===== src/rtl/gen1_scr_pkg.sv =====
// Shared constants, LFSR step function and lock FSM state type for the
// PCIe Gen1 receive descrambler.
package gen1_scr_pkg;

    localparam int unsigned LFSR_W = 16;

    localparam logic [7:0]        COM_SYM   = 8'hBC;
    localparam logic [7:0]        SKP_SYM   = 8'h1C;
    localparam logic [LFSR_W-1:0] LFSR_SEED = 16'hFFFF;

    // x^16 + x^5 + x^4 + x^3 + 1 in Galois form: feedback into bits 3, 4 and 5.
    localparam logic [LFSR_W-1:0] LFSR_TAPS = 16'h0038;

    localparam logic [1:0] ADV_ONE     = 2'b00;
    localparam logic [1:0] ADV_TWO     = 2'b01;
    localparam logic [1:0] ADV_FOUR    = 2'b10;
    localparam logic [1:0] ADV_ILLEGAL = 2'b11;

    typedef enum logic {
        UNLOCKED = 1'b0,
        LOCKED   = 1'b1
    } lock_state_e;

    function automatic logic [LFSR_W-1:0] lfsr_step(input logic [LFSR_W-1:0] s);
        return {s[LFSR_W-2:0], s[LFSR_W-1]} ^ (s[LFSR_W-1] ? LFSR_TAPS : '0);
    endfunction

endpackage


===== src/rtl/gen1_descr_lfsr8.sv =====
// One-symbol descrambler step: produces the output byte and the LFSR state
// seen by the next symbol of the beat.
module gen1_descr_lfsr8
    import gen1_scr_pkg::*;
(
    input  logic [7:0]        data_i,
    input  logic              k_i,
    input  logic              ts_i,
    input  logic              en_i,
    input  logic [LFSR_W-1:0] lfsr_i,
    output logic [7:0]        data_o,
    output logic [LFSR_W-1:0] lfsr_o
);

    logic [7:0]        scr_byte;
    logic [LFSR_W-1:0] lfsr_adv;

    always_comb begin
        scr_byte = '0;
        lfsr_adv = lfsr_i;
        for (int unsigned j = 0; j < 8; j++) begin
            scr_byte[j] = lfsr_adv[LFSR_W-1];
            lfsr_adv    = lfsr_step(lfsr_adv);
        end
    end

    always_comb begin
        data_o = data_i;
        lfsr_o = lfsr_adv;
        if (k_i) begin
            if (data_i == COM_SYM) begin
                lfsr_o = LFSR_SEED;
            end else if (data_i == SKP_SYM) begin
                lfsr_o = lfsr_i;
            end
        end else if (!ts_i && en_i) begin
            data_o = data_i ^ scr_byte;
        end
    end

endmodule


===== src/rtl/gen1_descrambler.sv =====
// PCIe Gen1 receive descrambler: 4-lane symbol chain, COM-synchronised LFSR,
// lock timeout FSM. Optional lock-loss counter: GEN1_DESCR_LOCK_LOSS_CNT_EN.
module gen1_descrambler
    import gen1_scr_pkg::*;
#(
    parameter int unsigned LOCK_TIMEOUT = 1024,
    parameter int unsigned CNT_W        = 11
) (
    input  logic        clk_i,
    input  logic        rst_i,
    input  logic        valid_i,
    input  logic [3:0]  datak_i,
    input  logic [3:0]  training_sequence_i,
    input  logic [1:0]  data_len_i,
    input  logic [31:0] indata_i,
    input  logic        scramble_enable_i,
    output logic        valid_o,
    output logic [3:0]  datak_o,
    output logic [1:0]  data_len_o,
    output logic [31:0] descrambled_data_o,
    output logic        locked_o
`ifdef GEN1_DESCR_LOCK_LOSS_CNT_EN
    ,
    output logic [7:0]  lock_loss_cnt_o
`endif
);

    lock_state_e       state_q;
    logic [CNT_W-1:0]  cnt_q;
    logic [LFSR_W-1:0] lfsr_q;
    logic [LFSR_W-1:0] lfsr_d;
    logic              valid_q;
    logic [3:0]        datak_q;
    logic [1:0]        len_q;
    logic [31:0]       data_q;
    logic [31:0]       data_d;
    logic              locked_q;

    logic        legal;
    logic [3:0]  act;
    logic [3:0]  com_lane;
    logic        has_com;
    logic        lock_drop;
    logic [3:0]  lane_en;
    logic [7:0]  lane_out0, lane_out1, lane_out2, lane_out3;
    logic [LFSR_W-1:0] lfsr_1, lfsr_2, lfsr_3, lfsr_4;

    assign legal = valid_i && (data_len_i != ADV_ILLEGAL);

    always_comb begin
        act = 4'b0000;
        case (data_len_i)
            ADV_ONE:  act = 4'b0001;
            ADV_TWO:  act = 4'b0011;
            ADV_FOUR: act = 4'b1111;
            default:  act = 4'b0000;
        endcase
    end

    always_comb begin
        com_lane = '0;
        for (int unsigned i = 0; i < 4; i++) begin
            com_lane[i] = act[i] && datak_i[i] && (indata_i[8*i +: 8] == COM_SYM);
        end
    end

    assign has_com = |com_lane;

    // While unlocked, only bytes following a COM earlier in the same beat descramble.
    assign lane_en[0] = scramble_enable_i && (state_q == LOCKED);
    assign lane_en[1] = scramble_enable_i && ((state_q == LOCKED) || com_lane[0]);
    assign lane_en[2] = scramble_enable_i && ((state_q == LOCKED) || (|com_lane[1:0]));
    assign lane_en[3] = scramble_enable_i && ((state_q == LOCKED) || (|com_lane[2:0]));

    gen1_descr_lfsr8 u_lane0 (
        .data_i (indata_i[7:0]),
        .k_i    (datak_i[0]),
        .ts_i   (training_sequence_i[0]),
        .en_i   (lane_en[0]),
        .lfsr_i (lfsr_q),
        .data_o (lane_out0),
        .lfsr_o (lfsr_1)
    );

    gen1_descr_lfsr8 u_lane1 (
        .data_i (indata_i[15:8]),
        .k_i    (datak_i[1]),
        .ts_i   (training_sequence_i[1]),
        .en_i   (lane_en[1]),
        .lfsr_i (lfsr_1),
        .data_o (lane_out1),
        .lfsr_o (lfsr_2)
    );

    gen1_descr_lfsr8 u_lane2 (
        .data_i (indata_i[23:16]),
        .k_i    (datak_i[2]),
        .ts_i   (training_sequence_i[2]),
        .en_i   (lane_en[2]),
        .lfsr_i (lfsr_2),
        .data_o (lane_out2),
        .lfsr_o (lfsr_3)
    );

    gen1_descr_lfsr8 u_lane3 (
        .data_i (indata_i[31:24]),
        .k_i    (datak_i[3]),
        .ts_i   (training_sequence_i[3]),
        .en_i   (lane_en[3]),
        .lfsr_i (lfsr_3),
        .data_o (lane_out3),
        .lfsr_o (lfsr_4)
    );

    always_comb begin
        case (data_len_i)
            ADV_ONE: lfsr_d = lfsr_1;
            ADV_TWO: lfsr_d = lfsr_2;
            default: lfsr_d = lfsr_4;
        endcase
    end

    assign data_d = {lane_out3 & {8{act[3]}},
                     lane_out2 & {8{act[2]}},
                     lane_out1 & {8{act[1]}},
                     lane_out0 & {8{act[0]}}};

    assign lock_drop = legal && (state_q == LOCKED) && !has_com &&
                       (cnt_q == CNT_W'(LOCK_TIMEOUT - 1));

    always_ff @(posedge clk_i or posedge rst_i) begin
        if (rst_i) begin
            state_q  <= UNLOCKED;
            cnt_q    <= '0;
            lfsr_q   <= LFSR_SEED;
            valid_q  <= 1'b0;
            datak_q  <= '0;
            len_q    <= '0;
            data_q   <= '0;
            locked_q <= 1'b0;
        end else begin
            valid_q <= legal;
            if (legal) begin
                datak_q <= datak_i;
                len_q   <= data_len_i;
                data_q  <= data_d;
                lfsr_q  <= lfsr_d;
                // locked_o reflects the state after this beat, so it drops on
                // the timeout beat even though that beat is still descrambled.
                case (state_q)
                    UNLOCKED: begin
                        if (has_com) begin
                            state_q  <= LOCKED;
                            cnt_q    <= '0;
                            locked_q <= 1'b1;
                        end else begin
                            locked_q <= 1'b0;
                        end
                    end
                    LOCKED: begin
                        if (has_com) begin
                            cnt_q    <= '0;
                            locked_q <= 1'b1;
                        end else if (lock_drop) begin
                            state_q  <= UNLOCKED;
                            cnt_q    <= '0;
                            locked_q <= 1'b0;
                        end else begin
                            cnt_q    <= cnt_q + 1'b1;
                            locked_q <= 1'b1;
                        end
                    end
                    default: begin
                        state_q  <= UNLOCKED;
                        locked_q <= 1'b0;
                    end
                endcase
            end
        end
    end

`ifdef GEN1_DESCR_LOCK_LOSS_CNT_EN
    logic [7:0] loss_q;

    always_ff @(posedge clk_i or posedge rst_i) begin
        if (rst_i) begin
            loss_q <= '0;
        end else if (lock_drop && (loss_q != 8'hFF)) begin
            loss_q <= loss_q + 8'd1;
        end
    end

    assign lock_loss_cnt_o = loss_q;
`endif

    assign valid_o            = valid_q;
    assign datak_o            = datak_q;
    assign data_len_o         = len_q;
    assign descrambled_data_o = data_q;
    assign locked_o           = locked_q;

endmodule


===== config.mk =====
export PLATFORM = sky130hd
export DESIGN_NAME = gen1_descrambler
export DESIGN_NICKNAME = d
export VERILOG_FILES = /design/src/rtl/gen1_scr_pkg.sv /design/src/rtl/gen1_descr_lfsr8.sv /design/src/rtl/gen1_descrambler.sv
export SDC_FILE = /design/constraint.sdc
export NUM_CORES = 1
export LEC_CHECK = 0
export BUFFER_PORTS_ARGS = -buffer_cell sky130_fd_sc_hd__buf_2
export CAP_MARGIN = 5
export CELL_PAD_IN_SITES_DETAIL_PLACEMENT = 1
export CELL_PAD_IN_SITES_GLOBAL_PLACEMENT = 2
export CORE_MARGIN = 3
export CORE_UTILIZATION = 37
export DETAILED_ROUTE_END_ITERATION = 7
export PLACE_DENSITY_LB_ADDON = 0.25
export SETUP_SLACK_MARGIN = 0.15
export SYNTH_ARGS = -nofsm -noshare
export SYNTH_HDL_FRONTEND = slang
export SYNTH_HIERARCHICAL = 1
export SYNTH_SLANG_ARGS = --single-unit

===== constraint.sdc =====
create_clock -name clk_i -period 5 [get_ports clk_i]
set_input_delay 0.25 -clock clk_i [delete_from_list [all_inputs] [get_ports clk_i]]
set_output_delay 0.25 -clock clk_i [all_outputs]
set_load 0.01 [all_outputs]

Word level (Yosys, flattened, before mapping)

Index checks and enable logic that the tools add are counted.

Logic and storage cells: 157
Flip-flop bits (word level): 67

Multiplexer cells: 62
Add/sub/neg operators: 1
Bitwise operators: 41
Reduce and logical (&&, ||, !) cells: 33
Equality and inequality tests: 13

Operators with widths:

| cell                    | number |
|---|---|
| $xor A16 B16 Y16        | 32 |
| $mux W16                | 12 |
| $mux W6                 | 32 |
| $mux W8                 | 8 |
| $mux W11                | 3 |
| $and A8 B8 Y8           | 4 |
| $eq A8 B5 Y1 const B    | 4 |
| $eq A8 B8 Y1 const B    | 4 |
| $pmux W16 S2            | 1 |
| $xor A8 B8 Y8           | 4 |
| $pmux W11 S2            | 1 |
| $logic_and A1 B1 Y1     | 20 |
| $pmux W4 S3             | 1 |
| $add A11 B1 Y11 const B | 1 |
| $eq A11 B10 Y1 const B  | 1 |
| $logic_not A1 Y1        | 5 |
| $ne A2 B2 Y1 const B    | 2 |
| $reduce_or A4 Y1        | 1 |
| $logic_or A1 B1 Y1      | 3 |
| $mux W1                 | 3 |
| $reduce_or A3 Y1        | 1 |
| $eq A2 B1 Y1 const B    | 1 |
| $eq A2 B2 Y1 const B    | 1 |
| $logic_not A2 Y1        | 1 |
| 4 further kinds         | 4 |

Logic depth before layout (Yosys ltp)

Word-level depth: 77
Gate-level depth with buffers: 17
Gate-level depth less buffers: 14

Cells and area by module

Netlist, hierarchy kept.

Modules (own cells, without submodules):

| module           | area each (um^2) | seq. area each (um^2) | instances | cells an instance |
|---|---|---|---|---|
| gen1_descrambler | 3214.3           | 1696.6                | 1         | 363 |
| gen1_descr_lfsr8 | 621.8            | 0.0                   | 4         | 91 |

Least setup slack after synthesis

No wires, ideal clock.

Kind: input to register
Start: input port indata_i[0]
End: register lfsr_q[4]
Arrival time: 3.369 ns
Required time: 4.923 ns
Path buffers: 2
Setup slack: 1.554 ns
Cell stages on the path: 16
Cells stage by stage: or3b_1 -> or3_1 -> buf_6 -> o22a_1 -> xor2_1 -> nor2_1 -> nor3_1 -> clkbuf_1 -> xnor2_1 -> xnor2_1 -> o22a_1 -> xor2_1 -> xor2_1 -> o22a_1 -> nand2_1 -> a31oi_1

Elaborated cells on any way between the ends: 55

RTL lines:

| item                               | RTL line                | text |
|---|---|---|
| from (decl)                        | gen1_descrambler.sv:15  | `input logic [31:0] indata_i,` |
| $eq A8 B5 Y1                       | gen1_descr_lfsr8.sv:33  | `end else if (data_i == SKP_SYM) begin` |
| $mux W16                           | gen1_descr_lfsr8.sv:33  |  |
| $mux W16 (*)                       | gen1_descr_lfsr8.sv:31  | `if (data_i == COM_SYM) begin` |
| $mux W16 (*)                       | gen1_descr_lfsr8.sv:30  | `if (k_i) begin` |
| via lfsr_1[4]                      | gen1_descrambler.sv:46  | `logic [LFSR_W-1:0] lfsr_1, lfsr_2, lfsr_3, lfsr_4;` |
| $xor A16 B16 Y16 (*) (8 in series) | gen1_scr_pkg.sv:25      | `return {s[LFSR_W-2:0], s[LFSR_W-1]} ^ (s[LFSR_W-1] ? LFSR_TAPS : '0);` |
| $mux W16                           | gen1_descr_lfsr8.sv:33  |  |
| $mux W16                           | gen1_descr_lfsr8.sv:31  |  |
| [1 not listed]                     | -                       |  |
| via lfsr_2[12]                     | gen1_descrambler.sv:46  |  |
| [12 not listed]                    | -                       |  |
| via lfsr_3[9]                      | gen1_descrambler.sv:46  |  |
| $xor A16 B16 Y16 (*) (6 in series) | gen1_scr_pkg.sv:25      |  |
| $mux W6 (*)                        | gen1_scr_pkg.sv:25      |  |
| $xor A16 B16 Y16 (*) (2 in series) | gen1_scr_pkg.sv:25      |  |
| $mux W16                           | gen1_descr_lfsr8.sv:33  |  |
| $mux W16                           | gen1_descr_lfsr8.sv:31  |  |
| $mux W16 (*)                       | gen1_descr_lfsr8.sv:30  |  |
| via lfsr_4[4]                      | gen1_descrambler.sv:46  |  |
| $pmux W16 S2 (*)                   | gen1_descrambler.sv:116 | `case (data_len_i)` |
| to (signal assigned)               | gen1_descrambler.sv:147 | `lfsr_q <= lfsr_d;` |
| to (decl)                          | gen1_descrambler.sv:30  | `logic [LFSR_W-1:0] lfsr_q;` |

Mark *: on every way through the listed nets, which the timed path passes. The rest lies on a longest branch.
A chain may end at the register's enable or synchronous reset.

Final worst setup path

Start: input port indata_i[0]
End: register lfsr_q[3]

Elaborated cells on any way between the ends: 52

RTL lines:

| item                               | RTL line |
|---|---|
| $eq A8 B5 Y1                       | gen1_descr_lfsr8.sv:33 |
| $mux W16                           | gen1_descr_lfsr8.sv:33 |
| $mux W16 (*)                       | gen1_descr_lfsr8.sv:31 |
| $mux W16 (*)                       | gen1_descr_lfsr8.sv:30 |
| via lfsr_1[8]                      | gen1_descrambler.sv:46 |
| $xor A16 B16 Y16 (*) (7 in series) | gen1_scr_pkg.sv:25 |
| $mux W6 (*)                        | gen1_scr_pkg.sv:25 |
| $xor A16 B16 Y16 (*)               | gen1_scr_pkg.sv:25 |
| [3 not listed]                     | - |
| via lfsr_2[3]                      | gen1_descrambler.sv:46 |
| [10 not listed]                    | - |
| $mux W16 (*)                       | gen1_descr_lfsr8.sv:30 |
| via lfsr_3[11]                     | gen1_descrambler.sv:46 |
| $xor A16 B16 Y16 (*) (8 in series) | gen1_scr_pkg.sv:25 |
| $mux W16                           | gen1_descr_lfsr8.sv:33 |
| $mux W16                           | gen1_descr_lfsr8.sv:31 |
| $mux W16 (*)                       | gen1_descr_lfsr8.sv:30 |
| via lfsr_4[3]                      | gen1_descrambler.sv:46 |
| $pmux W16 S2 (*)                   | gen1_descrambler.sv:116 |

Marks and branches as above.

==> flow_summary_export.csv <==
group,metric,value,unit
yosys,synthDistinctLibCells,52,
route,drtAntennaViolNets,0,
worst_setup_path,arrival,4.23,ns
global_routing,track_usage,0.239,
worst_setup_path,cp_num_buf_inv,1,
sta,max_freq,252,MHz
sta,period_share,0.793,
yosys,yosys.area_share.simple,0.284,
worst_hold_path,min_path_type,"input pin to asynchronous set/reset pin",
die,start_util,0.385,
yosys,syn_inst,727,
route,wl_per_cell,20.5,µm
yosys,synthAdderAreaFrac,0.0110,
clock_tree,cts_root_buf,"clkbuf_16",
yosys,synth_xor_xnor_area_share,0.172,
route,vias,5523,
sta,setup_tns,0,ns
sta,period_needed,3.97,ns
die,dieArea,0.0169,mm²
cells_and_area,post-route-util,0.439,
die,die_x,130,µm
worst_setup_path,reg2reg_from,"lfsr_q[8]",
worst_setup_path,critPathCaptureType,"register",
clock_tree,hold_buffers,0,
cells_and_area,diodes,0,
yosys,ys_ff_latch,67,
place,hpwl,15.0,mm
worst_setup_path,worstPathCellList,"buf_2 > or3b_1 > or3_1 > o22a_1 > xor2_1 > a31oi_1 > a211oi_1 > xnor2_1 > o22a_1 > xor2_1 > a31oi_1 > a211oi_1 > nand2_1 > a31oi_1",
job,maxCapViolCount,0,
die,core_region_area,0.0148,mm²
clock_tree,post_cts_buffers,0,
clock_tree,cts_tree,"built",
worst_setup_path,cp_slowest_cell,"a211oi_1",
sta,tightestPinTransition,1.07,ns
place,finalWeightedCongestion,0.901,
worst_setup_path,crit_type,"input pin to register",
run_status,status,"complete, no violations",
place,pre_cts_ws,0.712,ns
cells_and_area,drive_above_1_share,0.199,
clock_tree,cts-resized-gates,0,
yosys,ys_top_cells_by_area,"dfrtp_1 22%, xnor2_1 12%, nand2_1 9.5%",
sta,setup_viol,0,
cells_and_area,syn2layout_area_growth,14.1,%
worst_setup_path,crit_path_start,"indata_i[0]",
cells_and_area,final_nets,829,
die,ioPinCount,86,
die,dieHeight,130,µm
yosys,synth_top_family_by_area,"simple AND/OR/NAND/NOR gates",
yosys,ys_warn_count,6,
worst_setup_path,cpMostUsedCell,"a31oi_1",
yosys,synth_edf_count,0,
yosys,async_flop_share,1.00,
worst_setup_path,required,5.27,ns
clock_tree,insertion_delay,0.35,ns
yosys,syn_area,0.00570,mm²
cells_and_area,layout_commonest_cell,"nand2_1",
clock_tree,cts_max_level,3,
route,vias_per_cell,5.71,
clock_tree,clock-sinks,67,
yosys,muxShareOfSynthArea,0,
yosys,ys_seq_area_frac,0.298,
yosys,syn_avg_cell_area,7.84,µm²
cells_and_area,final_cell_area,0.00650,mm²
route,drt_iter0_markers,292,
global_routing,grt_pass1_wl,31.4,mm
global_routing,grt_pass1_vias,5615,
global_routing,grt_max_degree,68,
route,drc_errors,0,
yosys,synth_top_area_cell,"dfrtp_1",
yosys,synth_compound_area_frac,0.170,
sta,hold_viol,0,
sta,slew_headroom,0.283,
route,drtPass1Iterations,5,
global_routing,antenna_found_initial,0,
global_routing,overflow,0,
worst_setup_path,start_kind,"input pin",
clock_tree,path_clk_slew,0.06,ns
sta,drv_slew,0,
sta,finalClockSkew,0.00572,ns
yosys,yosys_most_used_dff,"dfrtp_1",
worst_setup_path,cp_top_family,"compound AO/OA/AOI/OAI gates",
clock_tree,numCtsBuffers,9,
place,dpl_cell_area,0.00619,mm²
sta,rsz0062_at_grt,"no",
route,routed_wl,19.8,mm
die,rows,44,
place,portBuffers,85,
cells_and_area,final_cell_mix,"145 x nand2_1, 85 x buf_2, 76 x xnor2_1",
sta,finalWorstSetupSlack,1.03,ns
clock_tree,clock_path_buffers,2,
yosys,syn-num-nets,778,
yosys,synth_top_area_frac,0.224,
worst_setup_path,crit_path_max_fanout,10,
worst_setup_path,cp_slowest_stage_delay,0.61,ns
cell type report:
cell class              count  area [µm²]
repair buffers            100         538
multi-input cells         576        3630
inverters                  24        90.1
flip-flops and latches     67        1700
fillers                  1823        8300
clock inverters             7        91.3
well taps                 184         230
clock buffers               9         225
registers in the layout, indices dropped and copies added (netlist names):
| register | flops |
|---|---|
| cnt_q | 11 |
| datak_o | 4 |
| locked_o | 1 |
| data_len_o | 2 |
| descrambled_data_o | 32 |
| valid_o | 1 |
| lfsr_q | 16 |
worst min-delay path, delay by kind of cell:
kind	cells	cell delay (ns)
buf+inv	3	0.81
cells by family (layout without fill, tap and decap cells):
family,after synthesis,in the layout
AOI/OAI and AO/OA,125,125
xor gates and xnor gates,112,112
adders and majority gates,5,5
buffers and inverters,84,140
DFF,67,67
and+or+nand+nor,334,334
synth_stat cells, types with 5 or more instances:
cell type  count
nor2_1        75
o22a_1        28
nand2_1      145
inv_1         24
buf_6          7
ha_1           5
dfrtp_1       51
nand4b_1       5
a31oi_1       24
buf_2          5
a22oi_1       16
xor2_1        36
nor3_1         8
nand2b_1      10
xnor2_1       76
o21ai_0        8
dfstp_2       16
nand3_1       38
nand4_1        9
o22a_2        12
clkbuf_1      45
a221oi_1      16
per-layer routing:
| metal | routed length (µm) | vias up | track usage | share of wire |
|---|---|---|---|---|
| met2 | 9630 | 153 | 0.399 | 0.49 |
| met5 | 0 | - | 0 | 0 |
| li1 | - | 2614 | - | - |
| met3 | 924 | 28 | 0.0442 | 0.047 |
| met1 | 8860 | 2728 | 0.314 | 0.45 |
| met4 | 417 | 0 | 0.0727 | 0.021 |
path summary, 6_finish.rpt:
path / endpoint / depth (start not counted) / slack (ns)
max: lfsr_q[3] / 14 / 1.03
min: cnt_q[9] / 3 / 0.17
max reg2reg: lfsr_q[3] / 12 / 1.05
min reg2reg: descrambled_data_o[8] / 2 / 0.46
max in group asynchronous: descrambled_data_o[3] / 3 / 4.25
min in group clk_i: datak_o[0] / 3 / 0.18
stage by stage:
stage	hold WS, ns	std cells
after floorplan	0.355	727
after global placement	0.449	951
after detailed placement	0.455	951
after CTS	0.172	967
after global routing	0.202	967
final	0.173	967
Power is left out: the tool's default activity adds up to more than one toggle a clock period on the data nets, which glitch-free logic cannot reach.
